[src/rtl/ring_pe_nic_if.sv]
// Processor register bus and router PE-port channels of the ring NIC.
// slave is the NIC's view; master is the processor/router side.
interface ring_pe_nic_if #(
    parameter int DATA_W = 64
);
    logic [1:0]        addr;
    logic [DATA_W-1:0] d_in;
    logic [DATA_W-1:0] d_out;
    logic              nic_en;
    logic              nic_wr_en;
    logic              net_polarity;
    logic              net_so;
    logic              net_ro;
    logic [DATA_W-1:0] net_do;
    logic              net_si;
    logic              net_ri;
    logic [DATA_W-1:0] net_di;

    modport slave (
        input  addr, d_in, nic_en, nic_wr_en, net_polarity, net_ro, net_si, net_di,
        output d_out, net_so, net_do, net_ri
    );

    modport master (
        output addr, d_in, nic_en, nic_wr_en, net_polarity, net_ro, net_si, net_di,
        input  d_out, net_so, net_do, net_ri
    );
endinterface

[src/rtl/ring_pe_nic.sv]
// Ring router NIC: one-entry inject and eject buffers behind a 4-word register map.
// Injection is held until the router polarity matches the packet's VC bit.
module ring_pe_nic #(
    parameter int DATA_W = 64
) (
    input  logic         clk,
    input  logic         reset,
    ring_pe_nic_if.slave nic
);

    typedef enum logic [1:0] {
        REG_IN_DATA  = 2'b00,
        REG_IN_STAT  = 2'b01,
        REG_OUT_DATA = 2'b10,
        REG_OUT_STAT = 2'b11
    } reg_sel_e;

    logic [DATA_W-1:0] r_out_buf;
    logic              r_out_full;
    logic [DATA_W-1:0] r_in_buf;
    logic              r_in_full;
    logic [DATA_W-1:0] r_d_out;

    reg_sel_e w_sel;
    logic     w_wr;
    logic     w_rd;
    logic     w_send;
    logic     w_accept;
    logic     w_drain;

    assign w_sel    = reg_sel_e'(nic.addr);
    assign w_wr     = nic.nic_en & nic.nic_wr_en & (w_sel == REG_OUT_DATA);
    assign w_rd     = nic.nic_en & ~nic.nic_wr_en;
    assign w_send   = r_out_full & nic.net_ro & (nic.net_polarity == r_out_buf[DATA_W-1]);
    assign w_accept = nic.net_si & ~r_in_full;
    assign w_drain  = w_rd & (w_sel == REG_IN_DATA) & r_in_full;

    assign nic.net_so = w_send;
    assign nic.net_do = r_out_buf;
    assign nic.net_ri = ~r_in_full;
    assign nic.d_out  = r_d_out;

    // Send needs a full buffer and a write needs an empty one, so they never collide;
    // the same holds for arrival versus the draining read.
    always_ff @(posedge clk) begin
        if (reset) begin
            r_out_buf  <= '0;
            r_out_full <= 1'b0;
            r_in_buf   <= '0;
            r_in_full  <= 1'b0;
            r_d_out    <= '0;
        end else begin
            if (w_send) begin
                r_out_full <= 1'b0;
            end else if (w_wr && !r_out_full) begin
                r_out_buf  <= nic.d_in;
                r_out_full <= 1'b1;
            end

            if (w_accept) begin
                r_in_buf  <= nic.net_di;
                r_in_full <= 1'b1;
            end else if (w_drain) begin
                r_in_full <= 1'b0;
            end

            if (w_rd) begin
                case (w_sel)
                    REG_IN_DATA:  r_d_out <= r_in_buf;
                    REG_IN_STAT:  r_d_out <= {{(DATA_W-1){1'b0}}, r_in_full};
                    REG_OUT_DATA: r_d_out <= '0;
                    REG_OUT_STAT: r_d_out <= {{(DATA_W-1){1'b0}}, r_out_full};
                    default:      r_d_out <= '0;
                endcase
            end
        end
    end

endmodule
[src/flat_wrapper.sv]
// flat-port wrapper written by rule: the top's interface ports become plain ports
module ring_pe_nic_flat 
#(
    parameter int DATA_W = 64
)
  (clk, reset, nic_addr, nic_d_in, nic_nic_en, nic_nic_wr_en, nic_net_polarity, nic_net_ro, nic_net_si, nic_net_di, nic_d_out, nic_net_so, nic_net_do, nic_net_ri);
  ring_pe_nic_if #(.DATA_W(DATA_W)) nic_i ();
  input  logic clk;
  input  logic reset;
  input wire logic [$bits(nic_i.addr)-1:0] nic_addr;
  input wire logic [$bits(nic_i.d_in)-1:0] nic_d_in;
  input wire logic [$bits(nic_i.nic_en)-1:0] nic_nic_en;
  input wire logic [$bits(nic_i.nic_wr_en)-1:0] nic_nic_wr_en;
  input wire logic [$bits(nic_i.net_polarity)-1:0] nic_net_polarity;
  input wire logic [$bits(nic_i.net_ro)-1:0] nic_net_ro;
  input wire logic [$bits(nic_i.net_si)-1:0] nic_net_si;
  input wire logic [$bits(nic_i.net_di)-1:0] nic_net_di;
  output wire logic [$bits(nic_i.d_out)-1:0] nic_d_out;
  output wire logic [$bits(nic_i.net_so)-1:0] nic_net_so;
  output wire logic [$bits(nic_i.net_do)-1:0] nic_net_do;
  output wire logic [$bits(nic_i.net_ri)-1:0] nic_net_ri;
  assign nic_i.addr = nic_addr;
  assign nic_i.d_in = nic_d_in;
  assign nic_i.nic_en = nic_nic_en;
  assign nic_i.nic_wr_en = nic_nic_wr_en;
  assign nic_i.net_polarity = nic_net_polarity;
  assign nic_i.net_ro = nic_net_ro;
  assign nic_i.net_si = nic_net_si;
  assign nic_i.net_di = nic_net_di;
  assign nic_d_out = nic_i.d_out;
  assign nic_net_so = nic_i.net_so;
  assign nic_net_do = nic_i.net_do;
  assign nic_net_ri = nic_i.net_ri;
  ring_pe_nic #(.DATA_W(DATA_W)) u_core (.clk(clk), .reset(reset), .nic(nic_i));
endmodule
[config.mk]
export PLATFORM = sky130hd
export DESIGN_NAME = ring_pe_nic_flat
export DESIGN_NICKNAME = d
export VERILOG_FILES = /design/src/rtl/ring_pe_nic_if.sv /design/src/rtl/ring_pe_nic.sv /design/src/flat_wrapper.sv
export SDC_FILE = /design/constraint.sdc
export NUM_CORES = 1
export LEC_CHECK = 0
export CAP_MARGIN = 20
export CORE_MARGIN = 8
export CORE_UTILIZATION = 25
export DETAILED_ROUTE_END_ITERATION = 8
export PLACE_DENSITY = 0.58
export SYNTH_ARGS = -nofsm -noshare
export SYNTH_HDL_FRONTEND = slang
export SYNTH_SLANG_ARGS = --single-unit
[constraint.sdc]
create_clock -name clk -period 1.5 [get_ports clk]
set_input_delay 0.225 -clock clk [delete_from_list [all_inputs] [get_ports clk]]
set_output_delay 0.225 -clock clk [all_outputs]
set_load 0.01 [all_outputs]
# Word-level counts from Yosys, hierarchy flattened
# Cells that the tools add are included.
# totals
elab_cells	29
inputBits	137
out_inout_bits	130
latch_bits	0
ff_bits	194
ram_bits	0
romBits	0
mem_count	0
# classes
n_reduce_logical	6
n_mul	0
bitwise_logic	11
addsub	0
div_mod_pow	0
n_shift	0
n_mux	3
n_eq_ne	4
magnitude_cmp	0
# op_table
op	count
one-hot mux 64 bit (4 select lines)	1
bitwise AND 1 bit	8
== test 2 bit (second input constant)	2
NOT 1 bit	3
== test 2 x 1 -> 1 bit (second input constant)	1
zero test 2 bit	1
two-way mux 1 bit	2
AND reduction 2 bit	1
nonzero test 2 bit	1
OR reduction 2 bit	1
== test 1 bit	1
logical AND 1 bit	1
zero test 1 bit	1

# Longest topological paths before layout
# logic_depth
word_depth	6
mapped_depth	5
depth_no_buf	3

# Worst setup path before layout
# Ideal clock, no wire load.
# synth_path
kind	input to register
startpoint	in nic_addr[0]
endpoint	reg u_core.r_out_buf[13], in the netlist u_core.nic.net_do[13]
t_arrival_ps	1005
setup_slack_ps	423
path_buffers	2
setup_ps	72
cell_stages	5
required_ps	1428
path_cell_list	nand4b_1 nor2_2 buf_6 buf_12 mux2i_1
# synth_between
elab_chain_cells	4
# synth_lines
item	line	source
from (decl)	flat_wrapper.sv:10	input wire logic [$bits(nic_i.addr)-1:0] nic_addr;
== test 2 bit	ring_pe_nic.sv:32	assign w_wr = nic.nic_en & nic.nic_wr_en & (w_sel == REG_OUT_DATA);
bitwise AND 1 bit	ring_pe_nic.sv:32	
logical AND 1 bit	ring_pe_nic.sv:55	end else if (w_wr && !r_out_full) begin
AND reduction 2 bit (no line)	n/a	
to (signal assigned)	ring_pe_nic.sv:56	r_out_buf <= nic.d_in;
to (decl)	ring_pe_nic.sv:18	logic [DATA_W-1:0] r_out_buf;
# No other way between the ends.
# A chain may end at the register's enable or synchronous reset.

# Worst setup path after layout
# layout_path
startpoint	reg u_core.r_out_buf[63], in the netlist u_core.nic.net_do[63]
endpoint	out nic_net_so
# layout_between
elab_chain_cells	2
# layout_lines
item	line	source
== test 1 bit	ring_pe_nic.sv:34	assign w_send = r_out_full & nic.net_ro & (nic.net_polarity == r_out_buf[DATA_W-1]);
bitwise AND 1 bit	ring_pe_nic.sv:34	
to (decl)	flat_wrapper.sv:19	output wire logic [$bits(nic_i.net_so)-1:0] nic_net_so;
# No other way between the ends.

==> flow_metrics.tcl <==
set metrics [dict create \
    ant_nets 0 \
    post_drt_wl_per_cell_um 15.4 \
    clock-sinks 194 \
    crit_type "register to primary output" \
    layout_min_cycle_time_ns 1.47 \
    cts-hold-fix-buffers 0 \
    portBuffers 266 \
    syn-num-nets 922 \
    dieWidth_um 188 \
    async_flop_share 0 \
    grt_pass1_wl_um 36000 \
    synth_edf_count 0 \
    die_y_um 188 \
    synth_cell_type_count 24 \
    clk-insertion-delay-late_ns 0.43 \
    syn_area_mm2 0.00738 \
    cp.arrival_ns 1.25 \
    synth_top_area_frac 0.526 \
    ys_warn_count 0 \
    track_usage 0.126 \
    cts_tree "yes" \
    power_density_mw_per_mm2 990 \
    finalHoldViolCount 0 \
    post-dp-hpwl_um 15900 \
    setup_slack_ns 0.0280 \
    maxCapViolations 0 \
    n_antenna_cell 0 \
    crit_path_max_fanout 2 \
    vias 6161 \
    setup_viol 0 \
    synthCells 785 \
    rows 63 \
    leakage_nw 4.55 \
    ir_drop_mv 0.583 \
    routed_wirelength_um 22300 \
    seq_area_frac_synth 0.526 \
    grt_overflow 0 \
    skew_ns 0.00989 \
    post-route-period-util 0.981 \
    ys_ff_latch 194 \
    clockBufferDepth 2 \
    cts.root.buffer_cell "clkbuf_16" \
    drt_first_iter_violations 201 \
    drive_gt1_frac 0.0747 \
    vias_per_cell 4.25 \
    final_nets 1182 \
    yosysMostFrequentCell "dfxtp_1" \
    crit_required_ns 1.27 \
    cts_inserted_buffers 17 \
    drc 0 \
    area_delta_synth_final_pct 49.3 \
    yosys-top-cells-area "dfxtp_1 (53%), nand2b_1 (11%), mux2i_1 (8.8%), nand2_1 (6.6%), a22oi_1 (6.4%)" \
    grt_max_degree 49 \
    drt_pass1_iterations 4 \
    grt_pass1_vias 6489 \
    io_pins 267 \
    slew_viol_final 0 \
    critPathLaunchType "register" \
    synth-main-ff-cell "dfxtp_1" \
    gp_congestion 0.712 \
    worst_pin_slew_ns 0.352 \
    rsz0062_at_grt "yes" \
    dieArea_mm2 0.0353 \
    clk_pin_slew_ns 0.08 \
    syn_avg_cell_area_um2 9.40 \
    fmax_mhz 679 \
    synth_largest_area_cell "dfxtp_1" \
    status "completed" \
    floorplan.initialDensity 0.252 \
    antenna_found_initial 0 \
    hold_class "primary input to register" \
    maxSlewHeadroom 0.765 \
    cp-end-kind "primary output" \
    nFillCells 3057 \
    fp.coreArea_mm2 0.0293 \
    synthTopCellsByCount "dfxtp_1 (194), nand2_1 (130), nand2b_1 (130), mux2i_1 (65)" \
    ctsHtreeMaxLevel 4 \
    place_ws_ns -0.375 \
    total_power_mw 10.9 \
]
==> worst paths after layout <==
kind         depth (start not counted)  slack, ns                            endpoint                          startpoint
max reg2reg                          4       0.29    u_core.nic.d_out[0]$_SDFFE_PP0P_      u_core.r_out_full$_SDFFE_PP0P_
max                                  3       0.03                          nic_net_so  u_core.nic.net_do[63]$_SDFFE_PP0P_
min                                  3       0.22  u_core.nic.net_do[23]$_SDFFE_PP0P_                               reset
min reg2reg                          2       0.45    u_core.r_in_buf[11]$_SDFFE_PP0P_    u_core.r_in_buf[11]$_SDFFE_PP0P_
==> sequential cells by signal, indices dropped and copies added (netlist names) <==
name,cells
u_core.r_out_full,1
u_core.nic.net_do,64
u_core.r_in_full,1
u_core.nic.d_out,64
u_core.r_in_buf,64
==> report_power, final <==
group	switching (mW)	internal [mW]
clock	2.10	2.31
sequential	0.0771	5.30
combinational	0.482	0.645
total	2.66	8.25
==> per-stage QoR <==
step | TNS [ns] | instances | hold WS, ns | cell area, um2 | util
floorplan | 0 | 785 | 0.361 | 7380 | -
global placement | -24.55 | 1416 | 0.441 | 10600 | 0.362
detailed placement | -27.81 | 1416 | 0.446 | 10600 | 0.362
CTS | -0.0388 | 1448 | 0.196 | 11000 | 0.376
global route | -0.0728 | 1448 | 0.216 | 11000 | 0.376
finish | 0 | 1448 | 0.217 | 11000 | 0.376
==> worst max-delay path: stages, from the launching register on <==
cell and delay, ns:
dfxtp_2 0.34, xnor2_2 0.16, and3_1 0.18, buf_2 0.13
==> layer usage <==
metal  wire length (um)  GRT usage  vias up
met5                  0          0        -
met4                189     0.0327        0
met3               2720     0.0723       10
met2               9750      0.192      215
met1               9670      0.150     2824
li1                   -          -     3112
==> repair_timing <==
action | CTS | global route
setup buffers | 0 | 0
setup endpoints to repair | 130 | 1
resized for setup | 137 | 0
pin swaps | 2 | 0
==> logic make-up after synthesis <==
family	count (synthesis)	synth area share
AND/OR/NAND/NOR	330	0.216
buffers and inverters	64	0.0570
flip-flops	194	0.526
AO/OA/AOI/OAI	131	0.112
XOR/XNOR	1	0.00119
multiplexers	65	0.0881
==> cell usage in the layout, fill, tap and decap left out, types with 2 or more instances in the layout <==
master | synthesis | routed
dlygate4sd2_1 | 0 | 129
nand2_1 | 130 | 130
nand2b_2 | 0 | 2
a21oi_1 | 64 | 64
buf_4 | 2 | 23
inv_6 | 0 | 2
mux2i_1 | 65 | 65
buf_12 | 5 | 15
clkinv_2 | 0 | 2
a22oi_1 | 63 | 63
nand2b_1 | 130 | 128
clkdlybuf4s50_1 | 0 | 135
dfxtp_1 | 194 | 192
clkinvlp_4 | 0 | 5
clkbuf_8 | 0 | 4
clkbuf_16 | 0 | 17
nor2_1 | 64 | 64
==> cell type report <==
cell class                      count  area (um2)  area share
Multi-Input combinational cell    527        3110       0.282
Clock buffer                       22         484      0.0439
Inverter                            1        3.75    0.000341
Clock inverter                     10        73.8     0.00670
Timing Repair Buffer              304        2970       0.270
Sequential cell                   194        3890       0.353
Tap cell                          390         488      0.0443
Power figures use the tool's default switching activity.
